==> config.mk <==
export PLATFORM = sky130hd
export DESIGN_NAME = barrel_shift_arbiter_4bit
export DESIGN_NICKNAME = d
export VERILOG_FILES = /design/src/rtl/barrel_shift_pkg.sv /design/src/rtl/rr_arbiter_2.sv /design/src/rtl/barrel_shift_arbiter_4bit.sv
export SDC_FILE = /design/constraint.sdc
export NUM_CORES = 1
export LEC_CHECK = 0
export CAP_MARGIN = 5
export CORE_AREA = 2 2 39 41
export DETAILED_ROUTE_END_ITERATION = 8
export DIE_AREA = 0 0 41 43
export PLACE_DENSITY = 0.74
export SETUP_SLACK_MARGIN = 0.1
export SYNTH_ARGS = -nofsm -noshare
export SYNTH_HDL_FRONTEND = slang
export SYNTH_HIERARCHICAL = 1
export SYNTH_SLANG_ARGS = --single-unit
==> constraint.sdc <==
create_clock -name clk -period 1.8 [get_ports clk]
set_input_delay 0.27 -clock clk [delete_from_list [all_inputs] [get_ports clk]]
set_output_delay 0.27 -clock clk [all_outputs]
set_load 0.01 [all_outputs]
==> src/rtl/barrel_shift_pkg.sv <==
// Shared types and helpers for the shared 4-bit left barrel shifter and its arbiter.
// Holds the data/amount widths, the output-slot state encoding and the zero-fill shift rule.
package barrel_shift_pkg;

  localparam int DATA_W  = 4;
  localparam int AMT_W   = 2;
  localparam int NUM_REQ = 2;

  typedef enum logic {
    ST_EMPTY = 1'b0,
    ST_FULL  = 1'b1
  } state_t;

  // Bits shifted past the MSB are dropped; vacated LSBs are zero-filled.
  function automatic logic [DATA_W-1:0] shift_left(input logic [DATA_W-1:0] data,
                                                   input logic [AMT_W-1:0]  amt);
    logic [DATA_W-1:0] res;
    unique case (amt)
      2'd0:    res = data;
      2'd1:    res = {data[2:0], 1'b0};
      2'd2:    res = {data[1:0], 2'b00};
      2'd3:    res = {data[0], 3'b000};
      default: res = data;
    endcase
    return res;
  endfunction

endpackage

==> src/rtl/rr_arbiter_2.sv <==
// Two-way round-robin arbiter: combinational one-hot grant, no latency.
// Contention goes to the requester not granted last; last_grant moves only when a grant is consumed.
module rr_arbiter_2 #(
  parameter bit FIRST_PRIO = 1'b0
) (
  input  logic       clk,
  input  logic       rst_n,
  input  logic [1:0] req,
  input  logic       advance,
  output logic [1:0] grant
);

  logic last_grant;

  always_comb begin
    grant = 2'b00;
    unique case (req)
      2'b01:   grant = 2'b01;
      2'b10:   grant = 2'b10;
      2'b11:   grant = last_grant ? 2'b01 : 2'b10;
      default: grant = 2'b00;
    endcase
  end

  // Reset to the opposite of FIRST_PRIO so the first contention favours FIRST_PRIO.
  always_ff @(posedge clk or negedge rst_n) begin
    if (!rst_n) begin
      last_grant <= ~FIRST_PRIO;
    end else if (advance) begin
      last_grant <= grant[1];
    end
  end

endmodule

==> src/rtl/barrel_shift_arbiter_4bit.sv <==
// Two requesters share one registered 4-bit left shifter; result appears 1 cycle after accept.
// Readies drop while the output slot is full and out_ready is low; back-to-back at 1 result/cycle.
module barrel_shift_arbiter_4bit
  import barrel_shift_pkg::*;
#(
  parameter bit FIRST_PRIO = 1'b0
) (
  input  logic             clk,
  input  logic             rst_n,
  input  logic             req0_valid,
  output logic             req0_ready,
  input  logic [DATA_W-1:0] req0_data,
  input  logic [AMT_W-1:0]  req0_amt,
  input  logic             req1_valid,
  output logic             req1_ready,
  input  logic [DATA_W-1:0] req1_data,
  input  logic [AMT_W-1:0]  req1_amt,
  output logic             out_valid,
  input  logic             out_ready,
  output logic [DATA_W-1:0] out_data,
  output logic             out_id
);

  state_t              state;
  logic [NUM_REQ-1:0]  grant;
  logic                slot_free;
  logic                accept;
  logic [DATA_W-1:0]   sel_data;
  logic [AMT_W-1:0]    sel_amt;

  rr_arbiter_2 #(
    .FIRST_PRIO (FIRST_PRIO)
  ) u_arb (
    .clk     (clk),
    .rst_n   (rst_n),
    .req     ({req1_valid, req0_valid}),
    .advance (accept),
    .grant   (grant)
  );

  // rst_n gating keeps both readies low for the whole time reset is asserted.
  assign slot_free  = rst_n && ((state == ST_EMPTY) || out_ready);
  assign req0_ready = slot_free && grant[0];
  assign req1_ready = slot_free && grant[1];
  assign accept     = req0_ready || req1_ready;

  assign sel_data   = grant[1] ? req1_data : req0_data;
  assign sel_amt    = grant[1] ? req1_amt  : req0_amt;
  assign out_valid  = (state == ST_FULL);

  always_ff @(posedge clk or negedge rst_n) begin
    if (!rst_n) begin
      state    <= ST_EMPTY;
      out_data <= '0;
      out_id   <= 1'b0;
    end else if (accept) begin
      state    <= ST_FULL;
      out_data <= shift_left(sel_data, sel_amt);
      out_id   <= grant[1];
    end else if (out_ready) begin
      state    <= ST_EMPTY;
    end
  end

endmodule

Yosys cells after proc, flatten, opt, wreduce, memory -nomap -nowiden
Cells that the tools add are included.
{"block": "totals", "regBits": 7, "inputBits": 17, "out_inout_bits": 8, "word_cells": 25}
{"block": "classes", "eq_ne": 6, "n_mux": 7, "bitwise": 1, "reduce_logical": 7}
{"cell": "case mux 4 bit (4 select lines)", "n": 1}
{"cell": "== test 2 bit (second input constant)", "n": 4}
{"cell": "case mux 2 bit (3 select lines)", "n": 1}
{"cell": "== test 2 x 1 -> 1 bit (second input constant)", "n": 2}
{"cell": "two-way mux 2 bit", "n": 2}
{"cell": "two-way mux 4 bit", "n": 1}
{"cell": "logical AND 1 bit", "n": 3}
{"cell": "zero test 2 bit", "n": 1}
{"cell": "logical OR 1 bit", "n": 2}
{"cell": "two-way mux 1 bit", "n": 2}
{"cell": "nonzero test 2 bit", "n": 1}
{"cell": "NOT 1 bit", "n": 1}

Longest topological paths before layout
{"block": "depth", "word_depth": 6, "mapped_depth": 6, "ltp_nobuf": 5}

Modules after synthesis
The synthesis kept the hierarchy.
{"module": "barrel_shift_arbiter_4bit", "instances": 1, "cells_each": 39, "area_per_inst_um2": 410.4}
{"module": "rr_arbiter_2", "instances": 1, "cells_each": 5, "area_per_inst_um2": 63.8}

Worst setup path before layout
OpenSTA, ideal clock, no wires.
{"block": "synth_path", "path_type": "reg-to-reg", "from": "register u_arb.last_grant", "to": "register out_data[3]", "arrival_ns": 1.566, "t_required_ns": 1.725, "path_slack_ns": 0.159, "stages_incl_launch_ff": 6, "path_buffers": 1, "period_less_slack_ns": 1.641, "path_cell_list": "dfstp_2 > a21boi_2 > buf_6 > mux2i_4 > mux4_2 > o21ai_2"}
{"block": "synth_between", "elab_chain_len": 5}
{"item": "from (decl)", "line": "rr_arbiter_2.sv:13", "source": "logic last_grant;"}
{"item": "from (signal assigned)", "line": "rr_arbiter_2.sv:28", "source": "last_grant <= ~FIRST_PRIO;"}
{"item": "from (signal assigned)", "line": "rr_arbiter_2.sv:30", "source": "last_grant <= grant[1];"}
{"item": "two-way mux 2 bit *", "line": "rr_arbiter_2.sv:20", "source": "2'b11: grant = last_grant ? 2'b01 : 2'b10;"}
{"item": "case mux 2 bit (3 select lines) *", "line": "rr_arbiter_2.sv:17", "source": "unique case (req)"}
{"item": "named net grant[1]", "line": "barrel_shift_arbiter_4bit.sv:25", "source": "logic [NUM_REQ-1:0] grant;"}
{"item": "two-way mux 2 bit", "line": "barrel_shift_arbiter_4bit.sv:48", "source": "assign sel_amt = grant[1] ? req1_amt : req0_amt;"}
{"item": "== test 2 bit, or another cell as far along", "line": "barrel_shift_pkg.sv:18", "source": "unique case (amt)"}
{"item": "case mux 4 bit (4 select lines)", "line": "barrel_shift_pkg.sv:18"}
{"item": "to (signal assigned)", "line": "barrel_shift_arbiter_4bit.sv:58", "source": "out_data <= shift_left(sel_data, sel_amt);"}
{"item": "to (decl)", "line": "barrel_shift_arbiter_4bit.sv:20", "source": "output logic [DATA_W-1:0] out_data,"}
Mark *: on every way through the listed nets, which the timed path passes. The rest lies on a longest branch.
A chain may end at the register's enable or synchronous reset.

Worst setup path in the final report
Same ends and word-level chain as after synthesis.

==> results.yml <==
status:
  status: "finished, final reports clean"
setup_path:
  crit_type: "reg2reg"
  cp.required_ns: 1.99
  r2r-start: "u_arb/last_grant"
  critical_path_buf_inv_count: 2
  slowest_delay_ns: 0.53
  path_cells: "buf_6 -> a21boi_4 -> buf_6 -> mux2i_4 -> mux4_2 -> o21ai_2"
  worst_path_max_delay_cell: "dfstp_2"
  critPathArrivalTime_ns: 1.86
  path_depth: 6
  cp-end-kind: "register"
  crit_path_start_kind: "register"
  crit_path_frequent_cell: "buf_6"
  reg2reg_slack_ns: 0.13
  crit-reg2reg-capture: "out_data[3]"
  crit_family: "multiplexers"
  cp_max_fo: 2
  worstRegToRegCells: 6
sta:
  fin_skew_ns: 0.01010
  rsz0062_at_grt: "yes"
  worst_pin_slew_ns: 0.2679
  setup_viol: 0
  finalHoldViolations: 0
  slew_headroom_pct: 82.09
  maxSlewViolCount: 0
  fin_crit_sh_pct: 92.81
  fmax_ghz: 0.5986
  tns_ns: 0
  min_period_ns: 1.671
placement:
  placed_area_sq_um: 790.8
  dp.cells: 92
  dpl.hpwl_um: 900.1
  gp_congestion: 0.7197
  io_buffers: 24
die:
  io_pins: 25
  rows: 14
  dieHeight_um: 43
  initial_core_util_pct: 34.27
  dieArea_sq_mm: 0.001763
  die_x_um: 41
  core_area_sq_mm: 0.001384
yosys:
  syn_area_per_cell_sq_um: 10.78
  synth_fp_nets: 61
  synthFlopType: "dfrtp_1"
  synth_edf_count: 0
  synth_area_leaders: "dfrtp_1 (32%), mux2i_1 (19%), nand2_1 (6.3%)"
  netlist_instances: 44
  yosysWarnings: 6
  synth.top_cell.area_share_pct: 31.66
  ys_types: 20
  synth.most_common_cell: "mux2i_1"
  syn_area_sq_um: 474.2
  yosys.area.top_type: "dfrtp_1"
  synth_common_cells: "mux2i_1 (9), nand2_1 (8), dfrtp_1 (6), inv_1 (4), o21ai_1 (2)"
  synth_seq_cells: 7
  async_flop_share_pct: 100.0
  yosysSeqAreaShare_pct: 37.20
global_routing:
  grt_pass1_wl_um: 1814
  track_usage_pct: 15.63
  grt_antenna_before_repair: 0
  grt_max_degree: 10
  grt_overflow: 0
  grt_pass1_vias: 485
clock_network:
  cts_tree: "yes"
  cts.path.max_buffers: 2
  cts_root_buf: "clkbuf_4"
  numCtsBuffers: 3
  h-tree-depth: 1
  clkTransAtPathRegs_ns: 0.06
  cts_hold_buf: 0
  clock-sinks: 7
  insertion_delay_ns: 0.26
layout:
  n_antenna_cell: 0
  final_net_count: 102
  area_growth_pct: 85.22
  stdcell_count: 100
  drive_gt1_share_pct: 33.33
  stdcell_area_sq_um: 878.3
  post-route-util_pct: 63.47
pwr:
  pwr-share-comb_pct: 49.8
  p_sw_share_pct: 30.50
  p_sw_mw: 0.2309
  irDropWorstVdd_v: 0.0003897
  clkPwrFrac_pct: 19.1
  power_leakage_nw: 0.4179
  seqPwrFrac_pct: 31.0
  powerDensity_mw_per_mm2: 862.0
  intPower_mw: 0.5262
hold_path:
  hold_class: "in2async"
routing:
  drt_iter0_markers: 0
  drt_first_pass_iters: 1
  totalWireLength_um: 1089
  num_vias: 473
  drt.antenna.violating_nets: 0
  avgRoutedWirePerCell_um: 10.89
  route.detailed.drc: 0
  vias_per_cell: 4.730
flow_run:
  drv_cap: 0
-- worst max path at each step --
stage                                start  slack (ns)           to
after floorplan           u_arb/last_grant        0.16  out_data[3]
after detailed placement        req1_valid       -0.27   req1_ready
final                     u_arb/last_grant        0.13  out_data[3]
after global placement          req1_valid       -0.27   req1_ready
after CTS                 u_arb/last_grant        0.07  out_data[2]
after global routing      u_arb/last_grant        0.06  out_data[0]
-- cell type report --
type	count	area, sq um
inverters	4	15.01
repair buffers	37	337.8
flip-flops and latches	7	176.4
fillers	114	505.5
clock buffers	3	22.52
multi-input cells	32	301.5
clock inverters	1	5.005
well taps	16	20.02
-- power by group through the flow --
stage | clock, mW | sequential (mW) | combinational [mW]
floorplan | 0 | 0.257 | 0.130
global placement | 0 | 0.233 | 0.328
detailed placement | 0 | 0.237 | 0.332
CTS | 0.147 | 0.236 | 0.374
global route | 0.160 | 0.241 | 0.410
finish | 0.145 | 0.235 | 0.377
-- sequential cells by signal, indices dropped and copies added (netlist names) --
name and flops:
out_valid 1, u_arb/last_grant 1, out_id 1, out_data 4
-- repair_timing --
item,in CTS,in global routing
pin swaps,2,2
cloned,0,0
endpoints found under the setup margin,3,6
buffers inserted,4,0
resized for setup,10,4
-- cell families (layout without fill, tap and decap cells) --
group	after synthesis	after routing	synth area share (%)
buffers and inverters	5	45	5.540
and+or+nand+nor	11	11	10.56
AOI/OAI and AO/OA	9	9	15.04
DFF	7	7	37.20
muxes	12	12	31.66
-- cells in the final DEF (no fill, tap or decap), drive strengths merged --
cell	synthesis	layout
clkbuf	0	4
and3	2	2
o32ai	1	1
o211ai	1	1
inv	4	4
dfrtp	6	6
mux2	1	1
clkdlybuf4s15	0	1
nand2	8	8
clkinv	0	1
mux2i	10	10
mux4	1	1
a21boi	2	2
buf	1	13
o21ai	4	4
dfstp	1	1
nand2b	1	1
o21bai	1	1
clkdlybuf4s50	0	20
dlygate4sd2	0	2
-- stage by stage --
step	total power, mW	setup WS [ns]	hold slack [ns]
2_1_floorplan	0.3865	0.1593	-0.02559
3_3_place_gp	0.5613	-0.2725	0.4640
3_5_place_dp	0.5693	-0.2743	0.4786
4_1_cts	0.7569	0.07096	0.3393
5_1_grt	0.8108	0.06130	0.3507
6_report	0.7572	0.1293	0.3358
-- layer usage --
metal / vias to the layer above / wire [um] / track usage (%)
li1: 239 / - / -
met1: 206 / 404 / 16.00
met2: 26 / 577 / 25.94
met3: 2 / 90 / 5.759
met4: 0 / 17 / 8.000
met5: - / 0 / 0
(Power assumes the default switching activity.)
==> variant: new RTL, same flow settings <==
`FIRST_PRIO` is set to 1'b0 in 2 places; all go to 1'b1.
--- a/src/rtl/rr_arbiter_2.sv
+++ b/src/rtl/rr_arbiter_2.sv
@@ -1,7 +1,7 @@
 // Two-way round-robin arbiter: combinational one-hot grant, no latency.
 // Contention goes to the requester not granted last; last_grant moves only when a grant is consumed.
 module rr_arbiter_2 #(
-  parameter bit FIRST_PRIO = 1'b0
+  parameter bit FIRST_PRIO = 1'b1
 ) (
   input  logic       clk,
   input  logic       rst_n,
--- a/src/rtl/barrel_shift_arbiter_4bit.sv
+++ b/src/rtl/barrel_shift_arbiter_4bit.sv
@@ -3,7 +3,7 @@
 module barrel_shift_arbiter_4bit
   import barrel_shift_pkg::*;
 #(
-  parameter bit FIRST_PRIO = 1'b0
+  parameter bit FIRST_PRIO = 1'b1
 ) (
   input  logic             clk,
   input  logic             rst_n,
Check against the original RTL: not equivalent (a bounded check fails within 4 cycles, from zero or initial values and one cycle with rst_n low).
==> variant against the original RTL <==
Design area decreased by 4.0%. Via count down 2.3%. Worst setup slack improved by 0.049 ns. Synthesized area decreased by 0.26%. Clock skew decreased by 0.0013 ns. Sequential cell count is the same. Power down 6.9%. Routed wire length fell by 4.0%. Critical path depth down 1. Maximum frequency is 3.0% higher.
==> variant: results <==
<?xml version="1.0" encoding="UTF-8"?>
<metrics>
  <group name="yosys">
    <metric name="postSynthAreaPerCell" unit="um^2">10.7</metric>
    <metric name="synth_seq_area_share" unit="">0.370</metric>
    <metric name="synth_top_cells_by_count" unit="">9 x sky130_fd_sc_hd__mux2i_1, 8 x sky130_fd_sc_hd__nand2_1, 7 x sky130_fd_sc_hd__dfrtp_1, 4 x sky130_fd_sc_hd__inv_1, 2 x sky130_fd_sc_hd__o21ai_1</metric>
    <metric name="yosys-mux-area-fraction" unit="">0.317</metric>
  </group>
  <group name="power">
    <metric name="netSwitchingFraction" unit="">0.308</metric>
    <metric name="power_frac_clock" unit="">0.205</metric>
    <metric name="power_switching" unit="uW">217</metric>
  </group>
  <group name="global_route">
    <metric name="grt_pass1_wl" unit="um">1660</metric>
    <metric name="grt_pass1_vias" unit="">430</metric>
    <metric name="grt_util_all_layers" unit="">0.142</metric>
    <metric name="grt_use_met3" unit="">0.0471</metric>
    <metric name="grt_util_met1" unit="">0.150</metric>
  </group>
  <group name="route">
    <metric name="met2_wirelength" unit="um">571</metric>
    <metric name="routedLengthMet1" unit="um">371</metric>
    <metric name="topRoutingLayerUsed" unit="">met3</metric>
    <metric name="routed_met3_length" unit="um">101</metric>
    <metric name="wl_per_cell" unit="um">10.8</metric>
  </group>
  <group name="cells_and_area">
    <metric name="final_layout_size_suffix_gt1_frac" unit="">0.284</metric>
    <metric name="fillers" unit="">130</metric>
  </group>
  <group name="place">
    <metric name="place_inst" unit="">91</metric>
    <metric name="place.gp.congestion" unit="">0.699</metric>
    <metric name="post-dp-hpwl" unit="um">899</metric>
  </group>
  <group name="worst_setup_path">
    <metric name="slowest_stage" unit="">sky130_fd_sc_hd__mux4_2</metric>
    <metric name="timing.reg2reg.worst_path_depth" unit="">5</metric>
  </group>
  <group name="sta">
    <metric name="skew" unit="ns">0.00885</metric>
  </group>
  <group name="run_status">
    <metric name="run_status" unit="">finished clean</metric>
  </group>
</metrics>
[variant: cell count changes after synthesis, sizes merged]
cell / unedited run / this run
dfrtp: 6 / 7
dfstp: 1 / 0
[variant: area by class of cell]
type | instances | area, um^2 | area share
Timing Repair Buffer | 34 | 315 | 0.374
Multi-Input combinational cell | 32 | 290 | 0.344
Sequential cell | 7 | 175 | 0.208
Clock buffer | 3 | 22.5 | 0.0267
Tap cell | 16 | 20.0 | 0.0237
Inverter | 4 | 15.0 | 0.0178
Clock inverter | 1 | 5.00 | 0.00593
[variant: what timing repair did]
| item | CTS | global route |
|---|---|---|
| setup endpoints to repair | 3 | 1 |
| pin swaps | 1 | 0 |
| buffers inserted | 2 | 0 |
| resized for setup | 9 | 1 |
[variant: worst paths after layout]
path	slack [ns]	end
worst max-delay path	0.18	out_data[3]
worst min-delay path	0.34	out_valid
worst max register to register	0.18	out_data[3]
worst min register to register	0.48	out_data[1]
max in group asynchronous	1.30	u_arb/last_grant
min in group clk	0.48	out_data[1]
